[config.mk]
export PLATFORM = sky130hd
export DESIGN_NAME = npu_processor_top
export DESIGN_NICKNAME = d
export VERILOG_FILES = /design/src/rtl/npu_processor_top.sv
export SDC_FILE = /design/constraint.sdc
export NUM_CORES = 1
export LEC_CHECK = 0
export CORE_MARGIN = 4
export CORE_UTILIZATION = 61
export DETAILED_ROUTE_END_ITERATION = 8
export PLACE_DENSITY = 0.82
export SETUP_SLACK_MARGIN = 0.5
export SLEW_MARGIN = 30
export SYNTH_ARGS = -nofsm -noshare
export SYNTH_HDL_FRONTEND = slang
export SYNTH_SLANG_ARGS = --single-unit
[constraint.sdc]
create_clock -name clk -period 3.8 [get_ports clk]
set_input_delay 0.57 -clock clk [delete_from_list [all_inputs] [get_ports clk]]
set_output_delay 0.57 -clock clk [all_outputs]
set_load 0.02 [all_outputs]
[src/rtl/npu_processor_top.sv]
// Single-neuron NPU: dot product of two backdoor-loaded RAMs, plus bias and ReLU, clipped to signed DATA_W.
// One run per reset release; the result is then held until the next reset.

module npu_ram #(
  parameter int DATA_W = 8,
  parameter int DEPTH  = 16,
  parameter int AW     = 4
) (
  input  logic                     clk,
  input  logic                     rd_en,
  input  logic [AW-1:0]            addr,
  output logic signed [DATA_W-1:0] rdata
);

  // Contents are loaded only by hierarchical access from outside.
  logic signed [DATA_W-1:0] mem [0:DEPTH-1];

  always_ff @(posedge clk) begin
    if (rd_en) rdata <= mem[addr];
  end

endmodule

module npu_processor_top #(
  parameter int DATA_W = 8,
  parameter int DEPTH  = 16,
  parameter int N_TAPS = 3,
  parameter int BIAS   = 5,
  parameter int ACC_W  = 20
) (
  input  logic              clk,
  input  logic              rst_n,
  output logic [DATA_W-1:0] result_out,
  output logic              result_valid
);

  localparam int IDX_W  = (DEPTH > 1) ? $clog2(DEPTH) : 1;
  localparam int PROD_W = 2 * DATA_W;

  localparam logic [IDX_W-1:0]        LAST_IDX = IDX_W'(N_TAPS - 1);
  localparam logic signed [ACC_W-1:0] BIAS_EXT = ACC_W'(BIAS);
  localparam logic signed [ACC_W-1:0] SAT_MAX  = ACC_W'((1 << (DATA_W - 1)) - 1);

  typedef enum logic [2:0] {
    ST_IDLE,
    ST_RUN,
    ST_DRAIN,
    ST_BIAS,
    ST_ACT,
    ST_DONE
  } state_t;

  state_t state, state_nx;

  logic [IDX_W-1:0]         idx;
  logic                     rd_en, rd_valid, clr_acc, add_bias, do_act;
  logic signed [DATA_W-1:0] feat_q, weight_q;
  logic signed [PROD_W-1:0] prod;
  logic signed [ACC_W-1:0]  acc, act_val;

  npu_ram #(.DATA_W(DATA_W), .DEPTH(DEPTH), .AW(IDX_W)) u_ram_feat (
    .clk   (clk),
    .rd_en (rd_en),
    .addr  (idx),
    .rdata (feat_q)
  );

  npu_ram #(.DATA_W(DATA_W), .DEPTH(DEPTH), .AW(IDX_W)) u_ram_weight (
    .clk   (clk),
    .rd_en (rd_en),
    .addr  (idx),
    .rdata (weight_q)
  );

  always_ff @(posedge clk) begin
    if (rst_n) state <= ST_IDLE;
    else       state <= state_nx;
  end

  always_comb begin
    state_nx = state;
    case (state)
      ST_IDLE:  state_nx = ST_RUN;
      ST_RUN:   if (idx == LAST_IDX) state_nx = ST_DRAIN;
      ST_DRAIN: state_nx = ST_BIAS;
      ST_BIAS:  state_nx = ST_ACT;
      ST_ACT:   state_nx = ST_DONE;
      ST_DONE:  state_nx = ST_DONE;
      default:  state_nx = ST_IDLE;
    endcase
  end

  always_comb begin
    rd_en    = (state == ST_RUN);
    clr_acc  = (state == ST_IDLE);
    add_bias = (state == ST_BIAS);
    do_act   = (state == ST_ACT);
  end

  assign prod = feat_q * weight_q;

  always_comb begin
    act_val = acc;
    if (acc < 0)            act_val = '0;
    else if (acc > SAT_MAX) act_val = SAT_MAX;
  end

  // rd_valid trails rd_en by one cycle to line up with the registered RAM output,
  // so the final product lands in DRAIN.
  always_ff @(posedge clk) begin
    if (rst_n) begin
      acc          <= '0;
      idx          <= '0;
      rd_valid     <= 1'b0;
      result_out   <= '0;
      result_valid <= 1'b0;
    end else begin
      rd_valid <= rd_en;
      if (clr_acc) begin
        acc <= '0;
        idx <= '0;
      end else begin
        if (rd_en) idx <= idx + 1'b1;
        if (rd_valid)      acc <= acc + ACC_W'(prod);
        else if (add_bias) acc <= acc + BIAS_EXT;
      end
      if (do_act) begin
        result_out   <= act_val[DATA_W-1:0];
        result_valid <= 1'b1;
      end
    end
  end

endmodule

==> summary.log, run 1 <==
qor: global_route.grt_max_degree 19
qor: global_route.grt_first_pass_wirelength 5.80 mm
qor: status.status finished clean
qor: clocking.tritoncts yes
qor: timing.fraction_of_the_cycle_the_final_worst_path_needs 55.0%
qor: worst_setup_path.critPathLaunchType register
qor: worst_setup_path.cp_max_stage_delay 0.73 ns
qor: hold_path.type_of_the_tightest_min_delay_check register to register
qor: clocking.cts_setup_buffers 0
qor: worst_setup_path.critical_path.reg2reg.startpoint state[0]
qor: place.place.port_buffers 10
qor: worst_setup_path.path_cells nand3b_1 > a2111oi_0 > xnor2_1 > nor2_1
qor: clocking.worst_skew_pair_latency 0.33 ns
qor: place.detailed_place_hpwl 2.32 mm
qor: timing.totalNegativeSetupSlack 0 ns
qor: logic_synthesis.largest_cells_by_area_after_synthesis sky130_fd_sc_hd__dfxtp_1, sky130_fd_sc_hd__nor2_1, sky130_fd_sc_hd__xnor2_1, sky130_fd_sc_hd__a21oi_1, sky130_fd_sc_hd__o21ai_0
qor: timing.tightest_slew 0.611 ns
qor: global_route.grt_usage 21.0%
qor: route.drt-initial-drc-count 65
qor: timing.relSlewSlack 58.2%
qor: logic_synthesis.syn_avg_cell_area 8.57 um2
qor: cells_and_area.design.final.nets 209
qor: clocking.worst_setup_hold_path_clk_slew 0.10 ns
qor: pwr.power.share.switching 25.5%
qor: route.drt-wirelength-per-cell 14.2 um
qor: cells_and_area.area_growth_syn_to_layout 8.68%
qor: worst_setup_path.crit_fanout 13
qor: global_route.antenna_violations_before_repair 0
qor: route.dr.pass1.iters 4
qor: route.antenna_left 0
qor: route.routed-via-count 1438
qor: worst_setup_path.timing.critical_path.to_type register
qor: worst_setup_path.timing.critical_path.from state[0]
qor: cells_and_area.fillers 205
qor: timing.fmax 0.478 GHz
qor: pwr.post-layout-total-power 682 uW
qor: global_route.first_global_vias 1354
qor: pwr.relative_contribution_of_sequential_cells_to_total_power 60.8%
qor: logic_synthesis.ys_async_sr_fraction 0%
qor: pwr.leakage_power_of_the_design 0.000568 uW
qor: pwr.sw_power 174 uW
qor: logic_synthesis.synth.most_common_cell sky130_fd_sc_hd__dfxtp_1
qor: logic_synthesis.ys_dominant_reg_cell sky130_fd_sc_hd__dfxtp_1
qor: die.floorplan.die.height 60.4 um
qor: clocking.numClockSinks 37
qor: pwr.irDropWorstVdd 0.337 mV
qor: logic_synthesis.number_of_flops_mapped_to_enable_cells_by_yosys 0
qor: die.core_region_area 2540 um2
qor: cells_and_area.num_antenna_cells 0
qor: pwr.power.share.combinational 9.0%
qor: logic_synthesis.syn-num-nets 200
qor: timing.finalSetupViolations 0
qor: worst_setup_path.data_required_time_of_the_worst_path 4.01 ns
qor: clocking.clock_path_buffers 2
qor: clocking.post_cts_repair_resize_count 0
qor: logic_synthesis.synthesis.instances 195
qor: worst_setup_path.crit_arrival 2.30 ns
qor: pwr.power_per_cell_area 375 nW/um2
qor: die.start_util 65.7%
qor: logic_synthesis.netlist_area 1670 um2
qor: run.timing.max_cap.violations 0
qor: die.die_w 60.4 um
qor: timing.finalCriticalPeriod 2.09 ns
qor: cells_and_area.layout-drive-gt1-share 5.39%
qor: die.ios 11
qor: logic_synthesis.post-synth-top-area-cell sky130_fd_sc_hd__dfxtp_1
qor: pwr.internal-power 508 uW
qor: timing.rsz0062_at_grt no
qor: clocking.cts_hold_buffers 0
qor: clocking.cts_htree_levels 2
qor: timing.timing_max_transition_violations_final 0
qor: worst_setup_path.worst_path_max_delay_cell sky130_fd_sc_hd__a2111oi_0
qor: route.remaining_drc_errors 0
qor: global_route.gr-total-overflow 0
qor: logic_synthesis.ys_types 42
qor: timing.report.final.hold_viol_count 0
qor: clocking.tritoncts.num_buffers 5
qor: route.drt-total-wl 3.33 mm
qor: timing.clock_skew 0.00920 ns
qor: clocking.cts-root-buf sky130_fd_sc_hd__clkbuf_4
qor: logic_synthesis.synth-seq-area-share 44.3%
qor: die.floorplan.rows 18
qor: logic_synthesis.synthesis.yosys.warnings 0
qor: hold_path.worstHoldStart result_out[6]
qor: worst_setup_path.worst-setup-path-type register to register
qor: logic_synthesis.synth.ff_latch_count 37
qor: logic_synthesis.yosys.area.top_type_share 44.3%
qor: pwr.p_clk_share 30.1%
qor: route.via_per_inst 6.15
qor: place.gpl.final_weighted_congestion 0.945
qor: die.die-area 3640 um2
qor: logic_synthesis.synth_top_cells_by_count sky130_fd_sc_hd__dfxtp_1, sky130_fd_sc_hd__nor2_1, sky130_fd_sc_hd__nand2_1, sky130_fd_sc_hd__a21oi_1, sky130_fd_sc_hd__o21ai_0
worst max-delay path: cells and delay by family (launching register included):
kind	cells	cell delay [ns]
DFF	1	0.56
AOI/OAI and AO/OA	1	0.73
and+or+nand+nor	2	0.49
xor gates and xnor gates	1	0.19
final timing paths:
kind                         to  slack (ns)  cells after the start
setup reg to reg        acc[14]        1.71                      4
setup / recovery        acc[14]        1.71                      4
hold / removal    result_out[6]        0.46                      2
hold reg to reg   result_out[6]        0.46                      2
power groups by stage:
stage | combinational [uW] | sequential, uW | clock (uW)
2_1_floorplan | 60.6 | 413 | 0
3_3_place_gp | 57.8 | 423 | 0
3_5_place_dp | 61.1 | 424 | 0
4_1_cts | 61.6 | 414 | 212
5_1_grt | 70.5 | 417 | 231
6_report | 61.7 | 414 | 205
layer usage:
metal	up-vias	wire (um)	global-route usage (%)
met3	5	129	5.11
met4	0	30	8.23
li1	722	-	-
met2	22	1650	34.3
met5	-	0	0
met1	689	1510	26.7
through the flow:
stage	instances	util [%]	worst slack, ns	hold WS (ns)	cell area, um2
after floorplan	195	-	2.21	0.448	1670
after global placement	227	69.2	1.65	0.434	1760
after detailed placement	227	69.2	1.59	0.449	1760
after CTS	234	71.4	1.72	0.474	1820
after global routing	234	71.4	1.55	0.507	1820
final	234	71.4	1.71	0.463	1820
sequential cells by signal, indices dropped and copies added (netlist names):
signal        flops
result_valid      1
result_out        8
acc              20
idx               4
state             3
rd_valid          1
kinds of logic (layout without fill, tap and decap cells):
| kind of cell | count (synthesis) | in the layout | synth area share [%] |
|---|---|---|---|
| AOI/OAI and AO/OA | 42 | 42 | 15.4 |
| and+or+nand+nor | 87 | 87 | 27.5 |
| adders and majority gates | 3 | 3 | 2.25 |
| muxes | 1 | 1 | 0.599 |
| xor gates and xnor gates | 11 | 11 | 5.76 |
| DFF | 37 | 37 | 44.3 |
| buffers and inverters | 14 | 23 | 4.19 |
cell type report:
class,instances,area (um2),share of cell area (%)
Timing Repair Buffer,10,100,5.51
Clock buffer,7,55.1,3.03
Multi-Input combinational cell,144,861,47.4
Inverter,6,22.5,1.24
Sequential cell,37,741,40.8
Tap cell,30,37.5,2.07
cell usage in the layout (no fill, tap or decap), types with 2 or more instances in the layout:
cell type and n:
sky130_fd_sc_hd__clkbuf_4 5, sky130_fd_sc_hd__o31ai_1 5, sky130_fd_sc_hd__nor3b_1 2, sky130_fd_sc_hd__nand2_1 15, sky130_fd_sc_hd__or4_1 5, sky130_fd_sc_hd__or3_1 2
sky130_fd_sc_hd__nor3_1 4, sky130_fd_sc_hd__o21ai_0 13, sky130_fd_sc_hd__nand3_1 6, sky130_fd_sc_hd__a21oi_1 14, sky130_fd_sc_hd__inv_1 6, sky130_fd_sc_hd__o2111ai_1 2
sky130_fd_sc_hd__clkdlybuf4s50_1 10, sky130_fd_sc_hd__xnor2_1 10, sky130_fd_sc_hd__o21a_1 2, sky130_fd_sc_hd__ha_1 3, sky130_fd_sc_hd__dfxtp_1 37, sky130_fd_sc_hd__nor4_1 9
sky130_fd_sc_hd__nand3b_1 2, sky130_fd_sc_hd__nor2_1 29
No activity file was read; power rests on OpenSTA's default activity.
==> inputs of run 2 (changes only) <==
Settings changed: CORE_UTILIZATION 61 to 52, PLACE_DENSITY 0.82 to 0.74.
Clock period 3.8 ns to 1.74 ns, I/O delays scaled along.
==> run 2 against run 1 <==
Sequential share of layout area shrank 8.8 points. Critical path depth grew 2. Cell count grew 21%. Global-route usage grew 5.3 points. Setup slack lost 1.6 ns. Critical path type unchanged. Highest routed layer unchanged.
==> summary.log, run 2 (synthesized netlist as in run 1, its figures left out) <==
qor: timing.clock_skew 0.0192 ns [+0.00999 ns]
qor: cells_and_area.largest_registers_ranked_by_flip_flop_count acc: 20 flops, result_out: 8 flops, idx: 4 flops
qor: route.dr.pass1.iters 5 [+1]
qor: timing.finalCriticalPeriod 1.64 ns [-0.446 ns]
qor: cells_and_area.finish.cell_count_without_fillers 284 [+21%]
qor: status.status finished clean
qor: route.remaining_drc_errors 0 [unchanged]
qor: cells_and_area.area_growth_syn_to_layout 48.4%
qor: clocking.worst_setup_hold_path_clk_slew 0.13 ns [+0.03 ns]
qor: place.count_of_placed_standard_cells_including_taps 248 [+9.3%]
qor: global_route.grt_usage 26.3% [+5.3 points]
qor: cells_and_area.fin_util 81.3% [+9.9 points]
qor: route.antenna_left 0 [unchanged]
qor: hold_path.min_delay_path_depth 2 [unchanged]
qor: timing.report.final.hold_viol_count 0 [unchanged]
qor: die.core_region_area 3050 um2 [+20%]
qor: timing.timing_max_transition_violations_final 0 [unchanged]
qor: timing.fmax 0.608 GHz [+27%]
qor: global_route.use_met2 46.6% [+12 points]
qor: worst_setup_path.worst-setup-path-type register to register
qor: cells_and_area.largest_register_ff_count 20 [unchanged]
qor: route.routed-via-count 1774 [+23%]
qor: clocking.cts-root-buf sky130_fd_sc_hd__clkbuf_4
qor: global_route.grt_max_degree 13 [-6]
qor: clocking.numClockSinks 37 [unchanged]
qor: place.detailed_place_hpwl 2.55 mm [+10%]
qor: place.place.port_buffers 10 [unchanged]
qor: global_route.grt_first_pass_wirelength 8.45 mm [+46%]
qor: clocking.worst_skew_pair_latency 0.36 ns [+0.03 ns]
qor: die.floorplan.rows 20 [+2]
qor: cells_and_area.stdcell_area 2480 um2 [+37%]
qor: place.gpl.final_weighted_congestion 0.860 [-8.9%]
qor: timing.fraction_of_the_cycle_the_final_worst_path_needs 94.5% [+39 points]
qor: place.place_area 1900 um2 [+7.8%]
qor: place.pre_cts_slack 0.100 ns [-1.49 ns]
qor: global_route.gr-total-overflow 0 [unchanged]
qor: route.drt-initial-drc-count 189 [+190%]
qor: global_route.antenna_violations_before_repair 0 [unchanged]
qor: clocking.tritoncts yes
qor: pwr.leakage_power_of_the_design 0.000941 uW [+66%]
qor: pwr.power_per_cell_area 711 nW/um2 [+90%]
qor: hold_path.worstHoldStart result_out[0]
qor: pwr.post-layout-total-power 1760 uW [+160%]
qor: hold_path.type_of_the_tightest_min_delay_check register to register
qor: worst_setup_path.timing.critical_path.to_type register
qor: pwr.irDropWorstVdd 0.634 mV [+88%]
qor: timing.tightest_slew 0.463 ns [-0.148 ns]
qor: die.start_util 54.8% [-11 points]
qor: cells_and_area.num_antenna_cells 0 [unchanged]
qor: die.ios 11 [unchanged]
qor: worst_setup_path.data_required_time_of_the_worst_path 1.98 ns [-2.03 ns]
qor: cells_and_area.max_flop_register acc
qor: clocking.cts_htree_levels 2 [unchanged]
qor: worst_setup_path.critPathLaunchType register
qor: global_route.groute.layer.met1.usage 28.9% [+2.2 points]
qor: die.floorplan.die.height 64.7 um [+7.2%]
qor: route.drt-wirelength-per-cell 20.1 um [+41%]
qor: cells_and_area.fillers 178 [-13%]
qor: cells_and_area.design.final.nets 244 [+17%]
qor: timing.relSlewSlack 68.9% [+11 points]
qor: worst_setup_path.crit_fanout 7 [-6]
qor: worst_setup_path.crit_arrival 1.89 ns [-0.41 ns]
qor: global_route.grt.met3_usage 6.59% [+1.5 points]
qor: worst_setup_path.critical_path.reg2reg.startpoint state[2]
qor: route.via_per_inst 6.25 [+1.6%]
qor: die.die-area 4190 um2 [+15%]
qor: run.timing.max_cap.violations 0 [unchanged]
qor: clocking.tritoncts.num_buffers 5 [unchanged]
qor: timing.rsz0062_at_grt yes
qor: die.die_w 64.7 um [+7.2%]
qor: cells_and_area.layout-drive-gt1-share 48.8% [+43 points]
qor: cells_and_area.layout_common_cells sky130_fd_sc_hd__nor2_1, sky130_fd_sc_hd__buf_4, sky130_fd_sc_hd__dfxtp_1, sky130_fd_sc_hd__nand2_1, sky130_fd_sc_hd__dfxtp_4
qor: cells_and_area.mostFrequentLayoutCell sky130_fd_sc_hd__nor2_1
qor: global_route.global_route.peak_usage_layer met2
qor: global_route.first_global_vias 1734 [+28%]
qor: worst_setup_path.timing.critical_path.from state[2]
qor: worst_setup_path.ff2ff_path_depth 6 [+2]
qor: route.drt-total-wl 5.71 mm [+72%]
qor: timing.finalSetupViolations 0 [unchanged]
qor: clocking.clock_path_buffers 2 [unchanged]
qor: timing.finalWorstSetupSlack 0.0965 ns [-1.61 ns]
[run 2: cell types whose count changed in the layout (fill, tap and decap cells not counted), moves of 7 or more]
cell                              previous run  this run
sky130_fd_sc_hd__clkdlybuf4s50_1            10         1
sky130_fd_sc_hd__buf_4                       0        22
sky130_fd_sc_hd__dfxtp_1                    37        17
sky130_fd_sc_hd__dfxtp_4                     0        11
sky130_fd_sc_hd__buf_6                       0        10
sky130_fd_sc_hd__a21oi_2                     0         8
sky130_fd_sc_hd__nor4_1                      9         2
sky130_fd_sc_hd__dfxtp_2                     0         9
sky130_fd_sc_hd__a21oi_1                    14         6
sky130_fd_sc_hd__buf_2                       0         9
[run 2: repair_timing]
item,in CTS,in global routing
buffers inserted,24,2
hold endpoints to repair,0,0
resized for setup,76,45
pin swaps,28,18
cloned,2,0
endpoints found under the setup margin,42,43
hold buffers,0,0
[run 2: report_power, final]
| group | leakage [uW] | internal [uW] | switching (uW) |
|---|---|---|---|
| combinational | 0.000586 | 116 | 159 |
| sequential | 0.000312 | 856 | 31.4 |
| clock | 0.0000427 | 284 | 317 |
| total | 0.000941 | 1260 | 508 |
[run 2: per-layer routing]
layer	up-vias	wire length [um]
met3	34	451
met5	-	0
li1	790	-
met2	111	2710
met1	839	2240
met4	0	305
[run 2: worst max-delay path, cell delays in order (launching register included)]
cell                        delay [ns]
sky130_fd_sc_hd__dfxtp_4          0.39
sky130_fd_sc_hd__nand3b_1         0.24
sky130_fd_sc_hd__buf_4            0.20
sky130_fd_sc_hd__a2111oi_4        0.35
sky130_fd_sc_hd__buf_4            0.18
sky130_fd_sc_hd__xnor2_1          0.10
sky130_fd_sc_hd__nor2_1           0.06
[run 2: metrics by stage]
stage               hold slack, ns   TNS, ns
global route                 0.496  -0.00927
global placement             0.435         0
CTS                          0.469         0
detailed placement           0.441         0
floorplan                    0.447         0
finish                       0.462         0
[run 2: worst paths after layout]
check | end | slack [ns]
worst max-delay path | acc[14] | 0.1
worst min-delay path | result_out[0] | 0.46
worst max register to register | acc[14] | 0.1
worst min register to register | result_out[0] | 0.46
[run 2: final cells by class]
type	instances	area (um2)	area share (%)
inverter	6	22.5	0.908
multi-input combinational	146	1180	47.5
tap	44	55.1	2.22
clock inverter	1	7.51	0.303
clock buffer	7	76.3	3.08
sequential	37	793	32.0
timing repair buffer	43	348	14.0
==> inputs of run 3 (changes only) <==
Settings changed: CORE_UTILIZATION 52 to 57, PLACE_DENSITY 0.74 to 0.77.
Clock period 1.74 ns to 1.55 ns, I/O delays scaled along.
==> run 3 against run 2 <==
The flow now stops in global routing (5_1_grt). Synthesized area unchanged. Synthesized cell count unchanged.
==> summary.log, run 3 <==
qor: logic_synthesis.ys_dominant_reg_cell sky130_fd_sc_hd__dfxtp_1
qor: clocking.cts_hold_buffers 0 [unchanged]
qor: logic_synthesis.yosys.area.top_type_share 44.3% [unchanged]
qor: status.toolErrorMsg [ERROR DPL-0038] Utilization greater than 100%, impossible to legalize
qor: die.ios 11 [unchanged]
qor: global_route.grt_max_degree 19
qor: logic_synthesis.largest_cells_by_area_after_synthesis sky130_fd_sc_hd__dfxtp_1, sky130_fd_sc_hd__nor2_1, sky130_fd_sc_hd__xnor2_1, sky130_fd_sc_hd__a21oi_1, sky130_fd_sc_hd__o21ai_0
qor: logic_synthesis.synth_top_cells_by_count sky130_fd_sc_hd__dfxtp_1, sky130_fd_sc_hd__nor2_1, sky130_fd_sc_hd__nand2_1, sky130_fd_sc_hd__a21oi_1, sky130_fd_sc_hd__o21ai_0
qor: logic_synthesis.ys_types 42 [unchanged]
qor: logic_synthesis.synth-seq-area-share 44.3% [unchanged]
qor: die.floorplan.die.height 62.2 um [-3.9%]
qor: logic_synthesis.synth.most_common_cell sky130_fd_sc_hd__dfxtp_1
qor: die.die_w 62.2 um [-3.9%]
qor: logic_synthesis.netlist_area 1670 um2 [unchanged]
qor: status.haltStage global routing (5_1_grt)
qor: logic_synthesis.ys_async_sr_fraction 0% [unchanged]
qor: clocking.cts-root-buf sky130_fd_sc_hd__clkbuf_4
qor: logic_synthesis.post-synth-top-area-cell sky130_fd_sc_hd__dfxtp_1
qor: place.detailed_place_hpwl 2.89 mm [+13%]
qor: logic_synthesis.synthesis.instances 195 [unchanged]
qor: status.status stopped before the end
qor: logic_synthesis.synthesis.yosys.warnings 0 [unchanged]
qor: logic_synthesis.syn-num-nets 200 [unchanged]
qor: die.floorplan.rows 19 [-5.0%]
qor: place.place.port_buffers 10 [unchanged]
qor: clocking.numClockSinks 37 [unchanged]
qor: clocking.cts_htree_levels 2 [unchanged]
qor: place.place_area 1990 um2 [+4.9%]
qor: logic_synthesis.syn_avg_cell_area 8.57 um2 [unchanged]
qor: logic_synthesis.number_of_flops_mapped_to_enable_cells_by_yosys 0 [unchanged]
qor: clocking.clock_path_buffers 2 [unchanged]
qor: timing.globalroute.repair_timing.worst_endpoint acc[16]$_SDFFE_PP0P_/D
qor: logic_synthesis.synth.ff_latch_count 37 [unchanged]
qor: clocking.tritoncts.num_buffers 5 [unchanged]
qor: die.start_util 60.1% [+5.3 points]
qor: place.gpl.final_weighted_congestion 0.919 [+6.9%]
qor: place.pre_cts_slack -0.0521 ns [-0.153 ns]
qor: timing.endpoint_type sequential cell input
[run 3: logic make-up after synthesis]
group | synth area share [%]
and+or+nand+nor | 27.5
AOI/OAI and AO/OA | 15.4
DFF | 44.3
buffers and inverters | 4.19
xor gates and xnor gates | 5.76
adders and majority gates | 2.25
muxes | 0.599
[run 3: stage by stage]
step / setup TNS [ns] / instances / utilization (%) / hold slack, ns
floorplan: 0 / 195 / - / 0.447
global placement: 0 / 244 / 71.7 / 0.436
detailed placement: -0.0791 / 244 / 71.7 / 0.446
CTS: 0 / 283 / 91.5 / 0.472
[run 3: repair_timing]
item / in CTS
resized for setup: 119
setup endpoints to repair: 44
setup buffers: 30
pin swaps: 38
cloned: 1
==> inputs of run 4 (changes only) <==
Settings changed: CORE_UTILIZATION 57 to 40, PLACE_DENSITY 0.77 to unset, PLACE_DENSITY_LB_ADDON set to 0.15, SETUP_SLACK_MARGIN 0.5 to unset.
==> run 4 against run 3 <==
The flow now finishes without violations.
==> summary.log, run 4 (synthesized netlist as in run 1, its figures left out) <==
qor: worst_setup_path.path_cells and4_4 > o2111ai_4 > or4_1 > a21oi_1
qor: die.floorplan.rows 23 [+4]
qor: clocking.worst_skew_pair_latency 0.29 ns
qor: status.status finished clean
qor: global_route.global_route.peak_usage_layer met2
qor: timing.fmax 0.653 GHz
qor: global_route.grt_max_degree 19
qor: timing.finalWorstSetupSlack 0.0182 ns
qor: die.ios 11 [unchanged]
qor: global_route.first_global_vias 1524
qor: timing.tightest_slew 0.397 ns
qor: global_route.grt_usage 16.7%
qor: clocking.cts-root-buf sky130_fd_sc_hd__clkbuf_8
qor: route.via_per_inst 5.44
qor: place.gpl.final_weighted_congestion 0.822 [-11%]
qor: pwr.leakage_power_of_the_design 0.000784 uW
qor: hold_path.type_of_the_tightest_min_delay_check register to register
qor: timing.clock_skew 0.00491 ns
qor: pwr.power.share.switching 23.9%
qor: cells_and_area.design.final.nets 244
qor: die.start_util 41.5% [-19 points]
qor: timing.timing_max_transition_violations_final 0
qor: cells_and_area.layout_common_cells sky130_fd_sc_hd__buf_4, sky130_fd_sc_hd__nor2_1, sky130_fd_sc_hd__dfxtp_1, sky130_fd_sc_hd__nand2_1
qor: die.core_region_area 4030 um2
qor: clocking.cts_hold_buffers 0 [unchanged]
qor: timing.report.final.hold_viol_count 0
qor: worst_setup_path.ff2ff_path_depth 4
qor: route.remaining_drc_errors 0
qor: route.dr.pass1.iters 4
qor: clocking.tritoncts yes
qor: timing.fraction_of_the_cycle_the_final_worst_path_needs 98.8%
qor: worst_setup_path.critical_path.top_delay_family simple AND/OR/NAND/NOR gates
qor: worst_setup_path.critPathLaunchType register
qor: pwr.internal-power 1590 uW
qor: route.drt-initial-drc-count 67
qor: global_route.groute.layer.met1.usage 18.1%
qor: pwr.sw_power 501 uW
qor: die.die_w 72.6 um [+17%]
qor: place.detailed_place_hpwl 2.96 mm [+2.5%]
qor: global_route.grt.met3_usage 4.96%
qor: place.place_area 1990 um2 [about the same]
qor: pwr.p_clk_share 41.4%
qor: timing.finalSetupViolations 0
qor: place.pre_cts_slack -0.114 ns [-0.0622 ns]
qor: timing.relSlewSlack 73.3%
qor: run.timing.max_cap.violations 0
qor: clocking.numClockSinks 37 [unchanged]
qor: cells_and_area.largest_registers_ranked_by_flip_flop_count acc: 20 flops, result_out: 8 flops, idx: 4 flops
qor: timing.finalCriticalPeriod 1.53 ns
qor: route.drt-wirelength-per-cell 14.6 um
qor: worst_setup_path.data_required_time_of_the_worst_path 1.77 ns
qor: cells_and_area.mostFrequentLayoutCell sky130_fd_sc_hd__buf_4
qor: worst_setup_path.crit_arrival 1.75 ns
qor: route.antenna_left 0
qor: worst_setup_path.crit_fanout 4
qor: timing.rsz0062_at_grt yes
qor: cells_and_area.layout-drive-gt1-share 30.0%
qor: timing.post_route_hold_slack 0.457 ns
qor: worst_setup_path.cp_max_stage_delay 0.54 ns
qor: worst_setup_path.worst_path_max_delay_cell sky130_fd_sc_hd__or4_1
qor: cells_and_area.largest_register_ff_count 20
qor: global_route.gr-total-overflow 0
qor: clocking.clock_path_buffers 2 [unchanged]
qor: clocking.cts_htree_levels 2 [unchanged]
qor: route.routed-via-count 1578
qor: hold_path.min_delay_path_depth 1
qor: clocking.tritoncts.num_buffers 5 [unchanged]
qor: global_route.antenna_violations_before_repair 0
qor: cells_and_area.num_antenna_cells 0
qor: global_route.use_met2 30.5%
qor: worst_setup_path.path_depth 4
qor: worst_setup_path.timing.critical_path.to_type register
qor: pwr.irDropWorstVdd 0.695 mV
qor: global_route.grt_first_pass_wirelength 6.91 mm
qor: place.place.port_buffers 10 [unchanged]
qor: die.die-area 5280 um2
qor: route.drt-total-wl 4.23 mm
qor: clocking.worst_setup_hold_path_clk_slew 0.07 ns
qor: worst_setup_path.worst-path-buf-inv 0
qor: pwr.power.share.combinational 11.0%
qor: cells_and_area.stdcell_area 2270 um2
qor: cells_and_area.max_flop_register acc
qor: pwr.relative_contribution_of_sequential_cells_to_total_power 47.6%
qor: worst_setup_path.worst-setup-path-type register to register
qor: die.floorplan.die.height 72.6 um [+17%]
qor: cells_and_area.area_growth_syn_to_layout 35.9%
qor: pwr.power_per_cell_area 921 nW/um2
## run 4: final cells by class
cell class | count | area, um2
Clock buffer | 7 | 86.3
Clock inverter | 1 | 30.0
Fill cell | 353 | 1760
Inverter | 6 | 22.5
Multi-Input combinational cell | 145 | 948
Sequential cell | 37 | 767
Tap cell | 50 | 62.6
Timing Repair Buffer | 44 | 355
## run 4: final timing paths
kind                 start             to  slack [ns]
max                acc[14]        acc[18]        0.02
min          result_out[7]  result_out[7]        0.46
max reg2reg        acc[14]        acc[18]        0.02
min reg2reg  result_out[7]  result_out[7]        0.46
## run 4: through the flow
step	utilization, %	instances	power, uW	TNS, ns
floorplan	-	195	1160	0
global placement	49.5	273	1230	-0.00622
detailed placement	49.5	273	1230	-0.428
CTS	53.8	284	2090	0
global route	56.4	290	2160	-0.119
finish	56.4	290	2090	0
## run 4: worst reg2reg max path, delay by kind of cell (launching register included)
kind	cells	cell delay (ns)
flops	1	0.36
compound gates	2	0.29
simple gates	2	0.80
## run 4: routing by layer
layer  up-vias  share of wire [%]
li1        787                  -
met1       758                 42
met2        26                 52
met3         7                3.9
met4         0                1.5
met5         -                  0
## run 4: what timing repair did
item,4_1_cts,5_1_grt
setup buffers,3,5
pin swaps,3,10
endpoints found under the setup margin,6,19
gates cloned,0,1
gates resized for setup,11,19
## run 4: power by group through the flow
stage / Sequential, uW / Combinational (uW) / Clock, uW
2_1_floorplan: 1010 / 149 / 0
3_3_place_gp: 1020 / 207 / 0
3_5_place_dp: 1020 / 215 / 0
4_1_cts: 995 / 225 / 874
5_1_grt: 999 / 255 / 909
6_report: 996 / 231 / 866
==> variant: new RTL, settings of run 1 <==
Reset style: asynchronous (`rst_n`), changed in 2 clocked blocks.
--- a/src/rtl/npu_processor_top.sv
+++ b/src/rtl/npu_processor_top.sv
@@ -72,7 +72,7 @@
     .rdata (weight_q)
   );
 
-  always_ff @(posedge clk) begin
+  always_ff @(posedge clk or posedge rst_n) begin
     if (rst_n) state <= ST_IDLE;
     else       state <= state_nx;
   end
@@ -107,7 +107,7 @@
 
   // rd_valid trails rd_en by one cycle to line up with the registered RAM output,
   // so the final product lands in DRAIN.
-  always_ff @(posedge clk) begin
+  always_ff @(posedge clk or posedge rst_n) begin
     if (rst_n) begin
       acc          <= '0;
       idx          <= '0;
Formal check against the unedited RTL: differs if rst_n is asserted again (counterexample within 10 cycles, from zero or initial values and one cycle with rst_n high); with rst_n held inactive, the same outputs for 10 cycles.
==> variant against run 1 <==
- cell area increased by 9.6%
- setup slack got worse by 0.15 ns
- routed wire length up 11%
- area after synthesis grew 7.4%
- critical endpoint is now acc[15]$_DFFE_PP0P_
- fmax is 6.8% lower
- sequential cell count unchanged
- non-clock buffer count increased by 1
- highest routed layer unchanged
- critical path type unchanged
Power is not compared: it rests on default switching activity, and its combinational part moved more than twofold at a synthesized area within 25%.
==> variant: results (changes against run 1) <==
power:
  p_int_uw: 552
  vdd_drop_max_v: 0.000329
  p_leak_nw: 0.871
yosys:
  synthFlopType: "dfrtp_1"
  async_reset_ff_frac: 1.00  # +1.00
  synth_cell_types: 36  # -14%
  yosysWarnings: 0  # unchanged
  synth-seq-area-share: 0.516  # +0.0726
  synth_nets: 195  # -2.5%
  ys_top_cells_by_count: "dfrtp_1, nor2_1, nand2_1"
  synth_area_leaders: "dfrtp_1, o21ai_0, nor2_1, nand2_1, xnor2_1"
placement:
  place_congestion: 0.902  # -4.5%
  dp_hpwl_microns: 2460  # +6.1%
  portBuffers: 10  # unchanged
global_route:
  grt_pass1_vias: 1475  # +8.9%
  antenna_found_initial: 0  # unchanged
  grt_usage: 0.213  # +0.00319
  grt_start_max_net_pins: 38  # +19
  grt_first_pass_wirelength_microns: 6630  # +14%
critical_path:
  reg2reg_to: "acc[15]$_DFFE_PP0P_"
  arrival_ns: 2.52  # +0.22 ns
  critPathCaptureType: "flop"
  reg2reg_depth: 4  # unchanged
  r2r_setup_slack_ns: 1.56  # -0.15 ns
  cp_max_fo: 19  # +6
  r2r-start: "state[2]$_DFFE_PP0P_"
  critPathLaunch: "state[2]$_DFFE_PP0P_"
routing:
  num_vias: 1442  # +0.28%
  wl_per_cell_microns: 15.9  # +12%
  drt_iter0_drc: 90  # +38%
  firstDrtPassIters: 4  # unchanged
clock_tree:
  clkLatencyLatePin_ns: 0.36  # +0.03 ns
  clockBufferDepth: 2  # unchanged
  cts-resized-gates: 0  # unchanged
  cts_setup_buffers: 0  # unchanged
  cts_buffers: 5  # unchanged
  htree_levels: 2  # unchanged
  cts_hold_buf: 0  # unchanged
  cts.clk_slew.worst_paths_ns: 0.11
  ctsRootBufferMaster: "clkbuf_4"
timing:
  slew_viol_final: 0  # unchanged
  worstMarginPinSlew_ns: 0.591  # -0.0205 ns
  finClkSkew_ns: 0.00548  # -0.00372 ns
final_layout:
  n_fill_cell: 197  # -3.9%
  insertedDiodeCount: 0  # unchanged
  drive_gt1_frac: 0.0498  # -0.00417
  num-nets-final: 205  # -1.9%
  reg_top3: "acc (20), result_out (8), idx (4)"
outcome:
  status: "finished clean"
worst_hold_path:
  hp-class: "reg2reg"
-- variant: changes by cell type in the layout (fill, tap and decap cells not counted), moves of 4 or more --
cell / before / now
dfrtp_1: 0 / 37
dfxtp_1: 37 / 0
nor2_1: 29 / 23
or3_1: 2 / 8
nand2_1: 15 / 20
o21ai_0: 13 / 18
a21oi_1: 14 / 10
-- variant: worst min path at each step --
| stage | slack, ns | startpoint | end | cells past startpoint |
|---|---|---|---|---|
| after floorplan | 0.46 | idx[3]$_DFFE_PP0P_ | idx[3]$_DFFE_PP0P_ | 1 |
| after global placement | 0.45 | result_valid$_DFFE_PP0N_ | result_valid$_DFFE_PP0N_ | 1 |
| after detailed placement | 0.45 | result_valid$_DFFE_PP0N_ | result_valid$_DFFE_PP0N_ | 1 |
| after CTS | 0.48 | result_valid$_DFFE_PP0N_ | result_valid$_DFFE_PP0N_ | 1 |
| after global routing | 0.51 | result_valid$_DFFE_PP0N_ | result_valid$_DFFE_PP0N_ | 1 |
| final | 0.48 | result_valid$_DFFE_PP0N_ | result_valid$_DFFE_PP0N_ | 1 |
-- variant: final cells by class --
class,count,area [sq um],area share
flip-flops and latches,37,926,0.465
multi-input cells,138,807,0.405
clock buffers,7,55.1,0.0277
repair buffers,11,108,0.0541
clock inverters,1,30.0,0.0151
inverters,7,26.3,0.0132
well taps,31,38.8,0.0195
-- variant: cells by family (layout without fill, tap and decap cells) --
kind of cell,after synthesis,after routing,synth area share
simple gates,86,86,0.249
xor+xnor,8,8,0.0390
mux,3,3,0.0167
buf+inv,15,26,0.0348
compound gates,38,38,0.124
flops,37,37,0.516
fa+ha+maj,3,3,0.0209
-- variant: power by group through the flow --
stage / Sequential [mW] / Clock, mW / Combinational, mW
CTS: 0.394 / 0.290 / 0.00946
floorplan: 0.401 / 0 / 0.00579
finish: 0.394 / 0.291 / 0.00883
global route: 0.394 / 0.315 / 0.0110
global placement: 0.401 / 0 / 0.00930
detailed placement: 0.401 / 0 / 0.00950
-- variant: per-stage QoR --
stage	worst slack (ns)	utilization	cells	hold WS (ns)	instance area, sq um
2_1_floorplan	1.99	-	190	0.465	1800
3_3_place_gp	1.70	0.685	224	0.450	1910
3_5_place_dp	1.60	0.685	224	0.453	1910
4_1_cts	1.59	0.716	232	0.482	1990
5_1_grt	1.40	0.716	232	0.514	1990
6_report	1.56	0.716	232	0.481	1990
-- variant: routing by layer --
metal	vias up	track usage	part of all wire
li1	697	-	-
met4	0	0.0955	0.024
met5	-	0	0
met2	46	0.321	0.48
met3	13	0.0613	0.049
met1	686	0.285	0.45
-- variant: worst max-delay path: stages, from the launching register on --
cell      delay, ns
dfrtp_1        0.51
nand3b_4       0.33
or4_1          0.73
or4_1          0.45
a21oi_1        0.16
